==> src/rtl/md_pkg.sv <==
// Shared constants for the multiply/divide issue controller: opcodes, unit latencies, FSM states.
package md_pkg;

  typedef enum logic [2:0] {
    OP_MULT  = 3'b000,
    OP_MULTU = 3'b001,
    OP_DIV   = 3'b010,
    OP_DIVU  = 3'b011,
    OP_MTHI  = 3'b100,
    OP_MTLO  = 3'b101,
    OP_MFHI  = 3'b110,
    OP_MFLO  = 3'b111
  } md_op_e;

  localparam logic [3:0] MUL_LAT = 4'd5;
  localparam logic [3:0] DIV_LAT = 4'd10;

  typedef enum logic [1:0] {
    IDLE     = 2'd0,
    MUL_WAIT = 2'd1,
    DIV_WAIT = 2'd2
  } md_state_e;

  // Opcodes 000..011 occupy the unit; bit 1 separates divide from multiply.
  function automatic logic is_arith(input logic [2:0] op);
    return !op[2];
  endfunction

  function automatic logic [3:0] lat_of(input logic [2:0] op);
    return op[1] ? DIV_LAT : MUL_LAT;
  endfunction

endpackage

==> src/rtl/md_lat_cnt.sv <==
// Latency down-counter: load on issue, decrement while waiting, flag the final cycle (cnt==1).
module md_lat_cnt (
  input  logic       clk,
  input  logic       rst,
  input  logic       clr,
  input  logic       load,
  input  logic [3:0] load_val,
  input  logic       dec,
  output logic       term
);

  logic [3:0] cnt;

  assign term = (cnt == 4'd1);

  always_ff @(posedge clk or negedge rst) begin
    if (!rst) begin
      cnt <= '0;
    end else if (clr) begin
      cnt <= '0;
    end else if (load) begin
      cnt <= load_val;
    end else if (dec && (cnt != '0)) begin
      cnt <= cnt - 4'd1;
    end
  end

endmodule

==> src/rtl/md_ctrl.sv <==
// Multiply/divide issue controller: accepts E-stage mult/div ops, blocks for the unit latency.
// Optional MD_FLUSH_EN: flush cancels an in-flight wait and blocks issue while asserted.
module md_ctrl (
  input  logic       clk,
  input  logic       rst,
  input  logic       op_valid,
  input  logic [2:0] op,
  output logic       op_ready,
  output logic       stall,
  input  logic       md_busy,
  output logic       md_start,
  output logic       md_hiwrite,
  output logic       md_lowrite,
  output logic [2:0] md_ctr,
  output logic       rd_valid,
  output logic       rd_sel,
  input  logic       flush
);

  import md_pkg::*;

  md_state_e  state;
  logic       flush_act;
  logic       fire;
  logic       arith;
  logic       term;
  logic [3:0] load_val;

`ifdef MD_FLUSH_EN
  assign flush_act = flush;
`else
  logic flush_unused;
  assign flush_unused = flush;
  assign flush_act    = 1'b0;
`endif

  // All outputs are combinational; reset gates ready/stall low so nothing fires during reset.
  always_comb begin
    op_ready   = rst && (state == IDLE) && !md_busy && !flush_act;
    fire       = op_valid && op_ready;
    stall      = rst && op_valid && !op_ready;
    arith      = fire && is_arith(op);
    md_start   = arith;
    md_ctr     = arith ? {1'b0, op[1:0]} : '0;
    md_hiwrite = fire && (op == OP_MTHI);
    md_lowrite = fire && (op == OP_MTLO);
    rd_valid   = fire && (op[2:1] == 2'b11);
    rd_sel     = rd_valid && !op[0];
    load_val   = lat_of(op);
  end

  md_lat_cnt u_cnt (
    .clk      (clk),
    .rst      (rst),
    .clr      (flush_act),
    .load     (arith),
    .load_val (load_val),
    .dec      (state != IDLE),
    .term     (term)
  );

  always_ff @(posedge clk or negedge rst) begin
    if (!rst) begin
      state <= IDLE;
    end else if (flush_act) begin
      state <= IDLE;
    end else begin
      case (state)
        IDLE:     if (arith) state <= op[1] ? DIV_WAIT : MUL_WAIT;
        MUL_WAIT,
        DIV_WAIT: if (term) state <= IDLE;
        default:  state <= IDLE;
      endcase
    end
  end

endmodule

==> config.mk <==
export PLATFORM = sky130hd
export DESIGN_NAME = md_ctrl
export DESIGN_NICKNAME = d
export VERILOG_FILES = /design/src/rtl/md_pkg.sv /design/src/rtl/md_lat_cnt.sv /design/src/rtl/md_ctrl.sv
export SDC_FILE = /design/constraint.sdc
export NUM_CORES = 1
export LEC_CHECK = 0
export ABC_CLOCK_PERIOD_IN_PS = 1800
export BUFFER_PORTS_ARGS = -buffer_cell sky130_fd_sc_hd__clkbuf_2
export CAP_MARGIN = 20
export CORE_AREA = 2 2 39 41
export CTS_CLUSTER_SIZE = 24
export DETAILED_ROUTE_END_ITERATION = 8
export DIE_AREA = 0 0 41 43
export GPL_ROUTABILITY_DRIVEN = 1
export PLACE_DENSITY = 0.73
export RECOVER_POWER = 100
export SLEW_MARGIN = 15
export SYNTH_ARGS = -nofsm -noshare
export SYNTH_HDL_FRONTEND = slang
export SYNTH_SLANG_ARGS = --single-unit
==> constraint.sdc <==
create_clock -name clk -period 1.8 [get_ports clk]
set_input_delay 0.09 -clock clk [delete_from_list [all_inputs] [get_ports clk]]
set_output_delay 0.09 -clock clk [all_outputs]
set_load 0.02 [all_outputs]
* Yosys cells after proc, flatten, opt, wreduce, memory -nomap -nowiden
Index checks and enable logic that the tools add are counted. Widths: inputs -> output; s select.
Word-level totals: logic and storage cells 40, flip-flop bits (word level) 6, output and inout port bits 10
Cells by class: multiplexer cells 8, eq/ne operators 8, add/subtract/negate cells 1, reductions and logical operators 21
Operators by type and width (count):
- $mux 4 | 3
- $logic_and 1x1->1 | 11
- $mux 2 | 4
- $eq 3x3->1 const B | 2
- $eq 2x2->1 const B | 2
- $eq 4x1->1 const B | 1
- $logic_not 1->1 | 4
- $ne 2x2->1 const B | 2
- $pmux 2 s2 | 1
- $reduce_bool 2->1 | 2
- $reduce_bool 4->1 | 1
- $sub 4x1->4 const B | 1
- $eq 2x1->1 const B | 1
- $logic_not 2->1 | 1
- $reduce_and 2->1 | 1
- $reduce_or 2->1 | 1

* Logic depth before layout (Yosys ltp)
Gate-level depths: netlist (run 1).
depth after elaboration 7, depth in mapped cells 6, mapped depth without buffers 6

* Hierarchy
Synthesis (run 1) repeated with hierarchy kept, for this count alone.
Unflattened totals: cell total of the unflattened synthesis 60, area total of the unflattened synthesis 535.5 um^2
By module, submodules not included:
- md_lat_cnt | instances 1, sequential area each 100.1 um^2, area each 311.5 um^2, cells each 31
- md_ctrl | instances 1, sequential area each 50.0 um^2, area each 224.0 um^2, cells each 29

* Worst setup path before layout (run 1)
Ideal clock, no wire load.
path kind reg-to-output, start point reg state[0], end point out md_lowrite, data required time 1.710 ns, buffers on the path 0, arrival time 1.673 ns, slack 0.037 ns, stages on the path, launching flop included 6, path through dfrtp_1 -> inv_1 -> ha_1 -> nand4b_2 -> or2_2 -> nor3b_1
On the way: word-level cells in the longest chain between the ends 5
Ends and longest elaborated chain:
- start: declaration | RTL line md_ctrl.sv:22 | md_state_e state;
- start signal: assignment | RTL line md_ctrl.sv:69 | IDLE: if (arith) state <= op[1] ? DIV_WAIT : MUL_WAIT;
- $logic_not 2->1 | RTL line md_ctrl.sv:39 | op_ready = rst && (state == IDLE) && !md_busy && !flush_act;
- $logic_and 1x1->1 (2 in series) | RTL line md_ctrl.sv:39
- $logic_and 1x1->1 | RTL line md_ctrl.sv:40 | fire = op_valid && op_ready;
- $logic_and 1x1->1 | RTL line md_ctrl.sv:46 | md_lowrite = fire && (op == OP_MTLO);
- end: declaration | RTL line md_ctrl.sv:13 | output logic md_lowrite,
No other way between the ends.

* Final worst setup path (run 1)
start point reg state[1], end point out md_ctr[0]
On the way: word-level cells in the longest chain between the ends 6
Ends and longest elaborated chain:
- $logic_not 2->1 | RTL line md_ctrl.sv:39
- $logic_and 1x1->1 (2 in series) | RTL line md_ctrl.sv:39
- $logic_and 1x1->1 | RTL line md_ctrl.sv:40
- $logic_and 1x1->1 | RTL line md_ctrl.sv:42 | arith = fire && is_arith(op);
- $mux 2 | RTL line md_ctrl.sv:44 | md_ctr = arith ? {1'b0, op[1:0]} : '0;
- end: declaration | RTL line md_ctrl.sv:14 | output logic [2:0] md_ctr,
No other way between the ends.

==> results.toml, run 1 <==
[worst_setup_path]
path_cells = "inv_1, ha_4, nand4b_2, nand2b_2, inv_1, and2_1, clkbuf_2"
cp-start-kind = "flop"
required_ps = 1710
reg2reg_slack_ps = 170
cpMostUsedCell = "inv_1"
path_class = "reg -> out"
cp.arrival_ps = 1660
cp-endpoint = "md_ctr[0]"
crit_path_start = "state[1]"
rr_worst_depth = 5
rr_endpoint = "state[1]"
cpPeakStageDelay_ps = 390
slowest_stage = "dfrtp_1"
r2r_start = "u_cnt.cnt[1]"
critPathMaxFanout = 6
worstSetupEndpointType = "output pin"

[power_and_ir_drop]
vdd_drop_max_uv = 525.3
power_density_mw_per_mm2 = 1164
p_leak_nw = 0.3273

[die]
rows = 14
core-area_mm2 = 0.001384
die_h_um = 43
die_area_mm2 = 0.001763
die_w_um = 41
pin_count = 18
start_util_pct = 36.53

[route]
dr.first_iter.drc_count = 8
vias = 460
route.detailed.drc = 0
avgRoutedWirePerCell_um = 11.29
via_per_inst = 4.946
wl_um = 1050
drtPass1Iterations = 4
antenna_left = 0

[logic_synthesis]
synth_top_area_cell = "dfrtp_1"
syn_area_um2 = 505.5
synth-seq-area-share_pct = 29.70
synth_warnings = 0
ys_ff_latch = 6
ys_top_cells_by_area = "dfrtp_1, ha_1, inv_1, a2111oi_4, a311o_2"
synth_fp_nets = 68
synth.top_cell.area_share_pct = 29.70
ys_types = 28
synthCells = 57
syn_avg_cell_area_um2 = 8.868

[clocking]
clk_path_buf_depth = 2
cts_tree = "built"
cts_root_buffer = "clkbuf_4"
cts_buffers = 3
cts.clk_slew.worst_paths_ps = 50
numClockSinks = 6
clock_latency_ps = 250
htree_levels = 1

[placed_design]
dpl.cell_count = 89
dp_slack_ps = 177.4
dpl-instance-area_um2 = 611.8
place_congestion = 0.7047
dp_hpwl_um = 784.2
port_buffers = 15

[timing]
finalCriticalPeriod_ps = 1751
final-setup-viol-count = 0
fin_ws_ps = 48.96
rsz0062_at_grt = "true"
clock_skew_ps = 2.093
fin_crit_sh_pct = 97.28
drv_slew = 0
final_hold_viol_count = 0
max_freq_ghz = 0.5711

[finish]
final_cells = 93
fin_util_pct = 48.37
syn_to_final_growth_pct = 32.43
fillers = 132
final_area_um2 = 669.4
final_nets = 90
n_antenna_cell = 0
drive_gt1_share_pct = 40.26

[global_route]
grt_pass1_vias = 369
met1_usage_pct = 17.74
grt_pass1_wl_um = 1518
antenna_found_initial = 0
top_usage_layer = "met1"
use_met3_pct = 3.141
track_usage_pct = 13.37
use_met2_pct = 16.88
grt_max_degree = 10
grt_overflow_total = 0

[job]
max_cap_violations = 0

[run_status]
status = "completed"

[worst_hold_path]
holdCritPathClass = "in -> reg"
[stage by stage]
step           setup TNS [ps]  hold WS, ps  total power (W)
4_1_cts                     0        211.4        0.0007591
3_3_place_gp                0       -50.08        0.0006061
3_5_place_dp                0       -45.98        0.0006151
6_report                    0        208.4        0.0007794
5_1_grt                -27.64        226.5        0.0008456
2_1_floorplan               0       -205.6        0.0005267
[Yosys cell counts (all sizes together)]
cell type and n:
a211oi 1, nand4b 1, a21oi 4, inv 9, buf 1, a21o 1
nor3 3, conb 1, or2 1, nand2 1, nor3b 2, a31oi 1
and2 1, o21ai 2, a2111oi 1, mux2i 1, or3 1, nand2b 3
and3 3, ha 3, nor2 3, and4bb 1, a311o 2, dfrtp 6
or3b 1, clkbuf 1, nor4 1, o32a 1
[placed cells by master, fill, tap and decap left out, drive strengths merged, types with 2 or more instances in the layout]
cell | Yosys | layout
inv | 9 | 9
dfrtp | 6 | 6
ha | 3 | 3
buf | 1 | 5
nor3 | 3 | 3
nor3b | 2 | 2
a311o | 2 | 2
a21oi | 4 | 4
nor2 | 3 | 3
nand2b | 3 | 3
and3 | 3 | 3
clkbuf | 1 | 16
o21ai | 2 | 2
[cell type report]
type,count,area [um2],area share (%)
timing repair buffer,19,110.1,16.45
inverter,9,33.78,5.047
clock buffer,3,22.52,3.364
multi-input combinational,40,332.8,49.72
sequential,6,150.1,22.43
tap,16,20.02,2.991
[logic make-up (layout without fill, tap and decap cells)]
group                      count (synthesis)  in the layout  share of synthesized area (%)
and+or+nand+nor                           22             22                          28.96
DFF                                        6              6                          29.70
muxes                                      1              1                          1.980
AOI/OAI and AO/OA                         13             13                          22.28
other                                      1              1                         0.7419
adders and majority gates                  3              3                          7.427
buffers and inverters                     11             31                          8.910
[repair_timing]
item                                   CTS  global route
endpoints found under the hold margin    6             0
setup buffers                            0             0
hold buffers                             1             0
resized for setup                        4             7
setup endpoints to repair                4             4
[where the power goes]
group | leakage [nW] | internal, W | switching, W
registers | 0.0729 | 0.000196 | 0.0000557
clock network | 0.0138 | 0.0000758 | 0.0000535
logic | 0.241 | 0.000208 | 0.000190
[registers in the layout, summed over array words and instances, names as in the netlist]
name / count
u_cnt.cnt: 4
state: 2
[worst max-delay path: cells and delay by family, from the launching register on]
| family | cells | cell delay, ps |
|---|---|---|
| fa+ha+maj | 1 | 150 |
| buf+inv | 3 | 340 |
| flops | 1 | 390 |
| simple gates | 3 | 530 |
[how the worst min path moves through the flow]
stage	from	endpoint	slack (ps)	depth (start not counted)
2_1_floorplan	rst	state[0]	-210	0
3_3_place_gp	rst	u_cnt.cnt[0]	-50	1
3_5_place_dp	rst	u_cnt.cnt[0]	-50	1
4_1_cts	op[2]	u_cnt.cnt[3]	210	3
5_1_grt	op[2]	u_cnt.cnt[3]	230	3
6_report	op[2]	u_cnt.cnt[3]	210	3
[routing by layer]
layer | share of wire (%) | vias to the layer above | wire, um
met5 | 0 | - | 0
li1 | - | 243 | -
met3 | 6.0 | 2 | 63
met2 | 39 | 18 | 410
met4 | 1.6 | 0 | 17
met1 | 53 | 197 | 558
(Power assumes the default switching activity.)
==> run 2: changes to the inputs <==
PLACE_DENSITY = 0.75   (was 0.73)
SYNTH_HIERARCHICAL = 1   (was not set)
==> run 2 against run 1 <==
Against the previous run: fmax is 3.1% higher; utilization is 4.0 points higher; global-route usage is 3.5 points higher; non-clock buffer count stayed put; design area is 8.2% higher; worst setup slack better by 52 ps; combinational power is 58% higher; first-iteration DRC count is 50% higher; sequential share of layout area is 1.7 points lower; sequential power is 6% lower; clock skew is 7.9 ps higher; register-to-register slack worse by 50 ps; critical path type unchanged; highest routed layer unchanged.
==> results.toml, run 2 <==
[run_status]
status = "completed"

[die]
die_h_um = 43
rows = 14
pin_count = 18
core-area_mm2 = 0.001384
die_w_um = 41
start_util_pct = 38.70
die_area_mm2 = 0.001763

[worst_setup_path]
critPathMaxFanout = 8
cp.arrival_ps = 1610
path_class = "reg -> out"
worstSetupEndpointType = "output pin"
reg2reg_slack_ps = 120
cp-start-kind = "flop"
rr_worst_depth = 7
required_ps = 1710

[route]
drtPass1Iterations = 4
via_per_inst = 5.262
route.detailed.drc = 0
vias = 542
dr.first_iter.drc_count = 12
wl_um = 1242
avgRoutedWirePerCell_um = 12.06
antenna_left = 0

[logic_synthesis]
synth.top_cell.area_share_pct = 28.04
synth-seq-area-share_pct = 28.04
yosysMostFrequentCell = "inv_1"
synthCells = 60
ys_top_cells_by_area = "dfrtp_1, ha_1, inv_1, a2111oi_4, nor2_1"
syn_avg_cell_area_um2 = 8.925
ys.flop_type = "dfrtp_1"
synth_warnings = 6
synth_edf_count = 0
synthTopCellsByCount = "inv_1, dfrtp_1, nor2_1"
ys_types = 31
synth_top_area_cell = "dfrtp_1"
syn_area_um2 = 535.5
async_flop_share_pct = 100.0
ys_ff_latch = 6

[power_and_ir_drop]
p_sw_w = 0.0004450
power.share.clock_pct = 12.5
p_leak_nw = 0.3352
power_density_mw_per_mm2 = 1363
p_int_w = 0.0005422
vdd_drop_max_uv = 631.1
p_seq_share_pct = 23.8
swShare_pct = 45.08
comb_power_share_pct = 63.7

[finish]
final_area_um2 = 724.4
final_nets = 101
n_antenna_cell = 0
regMostFlops = "u_cnt/cnt"
final_common_cell = "clkbuf_2"
layout_common_cells = "clkbuf_2, inv_1, conb_1"
largest_registers = "u_cnt/cnt x4, state x2"
fin_util_pct = 52.35
largest_reg_flops = 4
syn_to_final_growth_pct = 35.28
fillers = 135
drive_gt1_share_pct = 28.74

[clocking]
cts_root_buffer = "clkbuf_4"
post-cts-setup-buffer-count = 0
cts.clk_slew.worst_paths_ps = 50
cts_tree = "built"
cts_buffers = 3
clk_path_buf_depth = 2
numClockSinks = 6
clock_latency_ps = 240
htree_levels = 1

[timing]
finalCriticalPeriod_ps = 1699
max_freq_ghz = 0.5887
drv_slew = 0
fin_setup_tns_ps = 0
final_hold_viol_count = 0
final-setup-viol-count = 0
rsz0062_at_grt = "false"
clock_skew_ps = 10.03
fin_crit_sh_pct = 94.37

[placed_design]
dp_hpwl_um = 907.2
place_congestion = 0.8174
dpl-instance-area_um2 = 668.1
port_buffers = 15

[global_route]
track_usage_pct = 16.82
antenna_found_initial = 0
grt_pass1_vias = 437
grt_max_degree = 11
grt_overflow_total = 0
grt_pass1_wl_um = 1959

[worst_hold_path]
holdCritPathClass = "in -> async"

[job]
max_cap_violations = 0
==> run 2: cell count changes after synthesis, moves of 2 or more <==
cell,before,now
o21ai_0,2,0
a311o_2,2,0
nand2_1,1,4
nor4_1,1,3
nor2_1,3,5
nand3_1,0,3
a21oi_1,4,1
and3_1,3,0
nand2b_1,3,0
==> run 2: final cells by class <==
| class | count | area [um2] | share of cell area (%) |
|---|---|---|---|
| Timing Repair Buffer | 19 | 110.1 | 15.20 |
| Inverter | 8 | 30.03 | 4.145 |
| Sequential cell | 6 | 150.1 | 20.73 |
| Clock buffer | 3 | 22.52 | 3.109 |
| Tap cell | 16 | 20.02 | 2.763 |
| Multi-Input combinational cell | 51 | 391.6 | 54.06 |
==> run 2: critical path: stages (launching register included) <==
cell and delay, ps:
dfrtp_1 390, inv_1 60, ha_1 160, and3b_1 190
and3b_4 260, and2_0 140, clkbuf_2 170
==> run 2: logic make-up (layout without fill, tap and decap cells) <==
| group | Yosys count | in the layout | share of synthesized area, % |
|---|---|---|---|
| other cells | 1 | 7 | 0.7003 |
| compound gates | 10 | 10 | 18.46 |
| flops | 6 | 6 | 28.04 |
| fa+ha+maj | 4 | 4 | 9.346 |
| buf+inv | 9 | 30 | 7.010 |
| mux | 1 | 1 | 1.869 |
| simple gates | 29 | 29 | 34.58 |
==> run 2: path summary, 6_finish.rpt <==
check	from	endpoint
worst max-delay path	state[1]	md_ctr[1]
worst min register to register	state[0]	state[0]
worst min-delay path	rst	state[0]
min in group clk	op[1]	u_cnt/cnt[3]
max in group asynchronous	rst	u_cnt/cnt[2]
worst max register to register	state[1]	u_cnt/cnt[1]
==> run 2: what timing repair did <==
action	4_1_cts	5_1_grt
gates resized for setup	0	9
endpoints found under the hold margin	6	0
hold buffers	1	0
setup endpoints to repair	0	6
==> run 2: per-stage QoR <==
stage	hold slack [ps]	instances	setup WS (ps)	total power (W)
after floorplan	-205.6	66	31.67	0.0006516
after global placement	-44.87	99	131.5	0.0008019
after detailed placement	-47.85	99	115.9	0.0008170
after CTS	201.8	103	31.19	0.0009546
after global routing	239.5	103	2.877	0.001087
final	225.7	103	101.4	0.0009872
==> run 2: metal layers <==
metal	track usage, %	part of all wire (%)
met1	24.03	46
met2	21.56	45
met3	6.283	7.3
met4	8.000	1.5
met5	0	0
==> run 2: power by group through the flow <==
stage	clock, W	sequential (W)	combinational, W
floorplan	0	0.000220	0.000431
global placement	0	0.000230	0.000572
detailed placement	0	0.000232	0.000585
CTS	0.000127	0.000231	0.000596
global route	0.000139	0.000243	0.000705
finish	0.000124	0.000235	0.000629
==> run 3: changes to the inputs <==
PLACE_DENSITY = 0.65   (was 0.75)
==> run 3 against run 2 <==
Against the previous run: worst hold slack improved by 28 ps; first-iteration DRC count grew 8.3%; clock power grew 5%; die area stayed put; routed wire length increased by 3.5%; non-clock buffer count grew 3; count of clock-buffer cells in the layout unchanged; global-route usage up 0.34 points; critical endpoint is now md_hiwrite; largest cell class unchanged.
==> results.toml, run 3 (synthesized netlist as in run 2, its figures left out) <==
[run_status]
status = "completed"

[worst_hold_path]
holdCritPathClass = "in -> reg"
min_from = "op[1]"

[global_route]
met1_usage_pct = 22.22
antenna_found_initial = 0
top_usage_layer = "met2"
grt_max_degree = 11
use_met2_pct = 24.38
grt_overflow_total = 0
grt_pass1_vias = 463
grt_pass1_wl_um = 1973
track_usage_pct = 17.15
use_met3_pct = 1.571

[power_and_ir_drop]
vdd_drop_max_uv = 657.2
power_w = 0.0009902
p_leak_nw = 0.3547
power_density_mw_per_mm2 = 1287

[route]
wl_um = 1286
dr.first_iter.drc_count = 13
via_per_inst = 5.311
avgRoutedWirePerCell_um = 12.13
route.detailed.drc = 0
antenna_left = 0
vias = 563
drtPass1Iterations = 4

[clocking]
cts_buffers = 3
cts_root_buffer = "clkbuf_4"
clock_latency_ps = 250
cts.clk_slew.worst_paths_ps = 50
numClockSinks = 6
clk_path_buf_depth = 2
htree_levels = 1
cts_tree = "built"

[finish]
n_antenna_cell = 0
final_common_cell = "clkbuf_2"
fin_util_pct = 55.61
syn_to_final_growth_pct = 43.69
regMostFlops = "u_cnt/cnt"
drive_gt1_share_pct = 33.33
final_nets = 104
final_area_um2 = 769.5
largest_registers = "u_cnt/cnt x4, state x2"
fillers = 136
largest_reg_flops = 4
layout_common_cells = "clkbuf_2, inv_1, conb_1"

[die]
core-area_mm2 = 0.001384
start_util_pct = 38.70
die_h_um = 43
pin_count = 18
die_w_um = 41
rows = 14
die_area_mm2 = 0.001763

[timing]
final-setup-viol-count = 0
fin_crit_sh_pct = 94.40
fin_setup_tns_ps = 0
final_hold_viol_count = 0
clock_skew_ps = 2.375
fin_ws_ps = 100.8
max_freq_ghz = 0.5885
rsz0062_at_grt = "true"
drv_slew = 0
finalCriticalPeriod_ps = 1699

[worst_setup_path]
cp-start-kind = "flop"
critPathMaxFanout = 10
r2r_start = "u_cnt/cnt[0]"
crit_path_start = "state[1]"
path_class = "reg -> out"
worstSetupEndpointType = "output pin"
required_ps = 1710
cp.arrival_ps = 1610

[placed_design]
place_congestion = 0.7500
dp_slack_ps = 81.95
dp_hpwl_um = 950.3
dpl-instance-area_um2 = 675.6
port_buffers = 15

[job]
max_cap_violations = 0
-- run 3: report_power, final --
part           switching (W)  leakage (nW)  total (W)  internal (W)
clock network      0.0000540        0.0138   0.000130     0.0000758
registers          0.0000437        0.0818   0.000229      0.000186
logic               0.000348         0.259   0.000631      0.000283
total               0.000445         0.355   0.000990      0.000545
-- run 3: path summary, 6_finish.rpt --
| kind | to | slack, ps | cells past startpoint |
|---|---|---|---|
| worst max-delay path | md_hiwrite | 100 | 7 |
| worst min-delay path | u_cnt/cnt[3] | 250 | 3 |
| worst max register to register | u_cnt/cnt[0] | 100 | 5 |
| worst min register to register | state[1] | 520 | 2 |
| max in group asynchronous | u_cnt/cnt[3] | 1310 | 3 |
| min in group asynchronous | state[0] | 360 | 3 |
-- run 3: layout make-up --
type,instances,area [um2],area share [%]
repair buffers,22,132.6,17.24
well taps,16,20.02,2.602
clock buffers,3,22.52,2.927
multi-input cells,51,414.1,53.82
flip-flops and latches,6,150.1,19.51
inverters,8,30.03,3.902
-- run 3: routing by layer --
metal,part of all wire (%),up-vias
met5,0,-
met4,0,0
met3,3.1,0
met2,53,14
met1,44,274
li1,-,275
-- run 3: worst max-delay path: stages, from the launching register on --
cell	delay, ps
dfrtp_1	390
inv_1	60
ha_2	160
buf_4	120
inv_1	50
buf_6	140
nor4_4	260
buf_4	180
-- run 3: metrics by stage --
step                      instances  hold WS (ps)
after floorplan                  66        -205.6
after global placement          100         38.26
after detailed placement        100         42.09
after CTS                       104         200.8
after global routing            106         279.4
final                           106         253.5
-- run 3: timing repair --
| action | in CTS | in global routing |
|---|---|---|
| hold endpoints to repair | 6 | 0 |
| hold buffers | 1 | 0 |
| setup buffers | 0 | 2 |
| resized for setup | 0 | 13 |
| setup endpoints to repair | 0 | 6 |
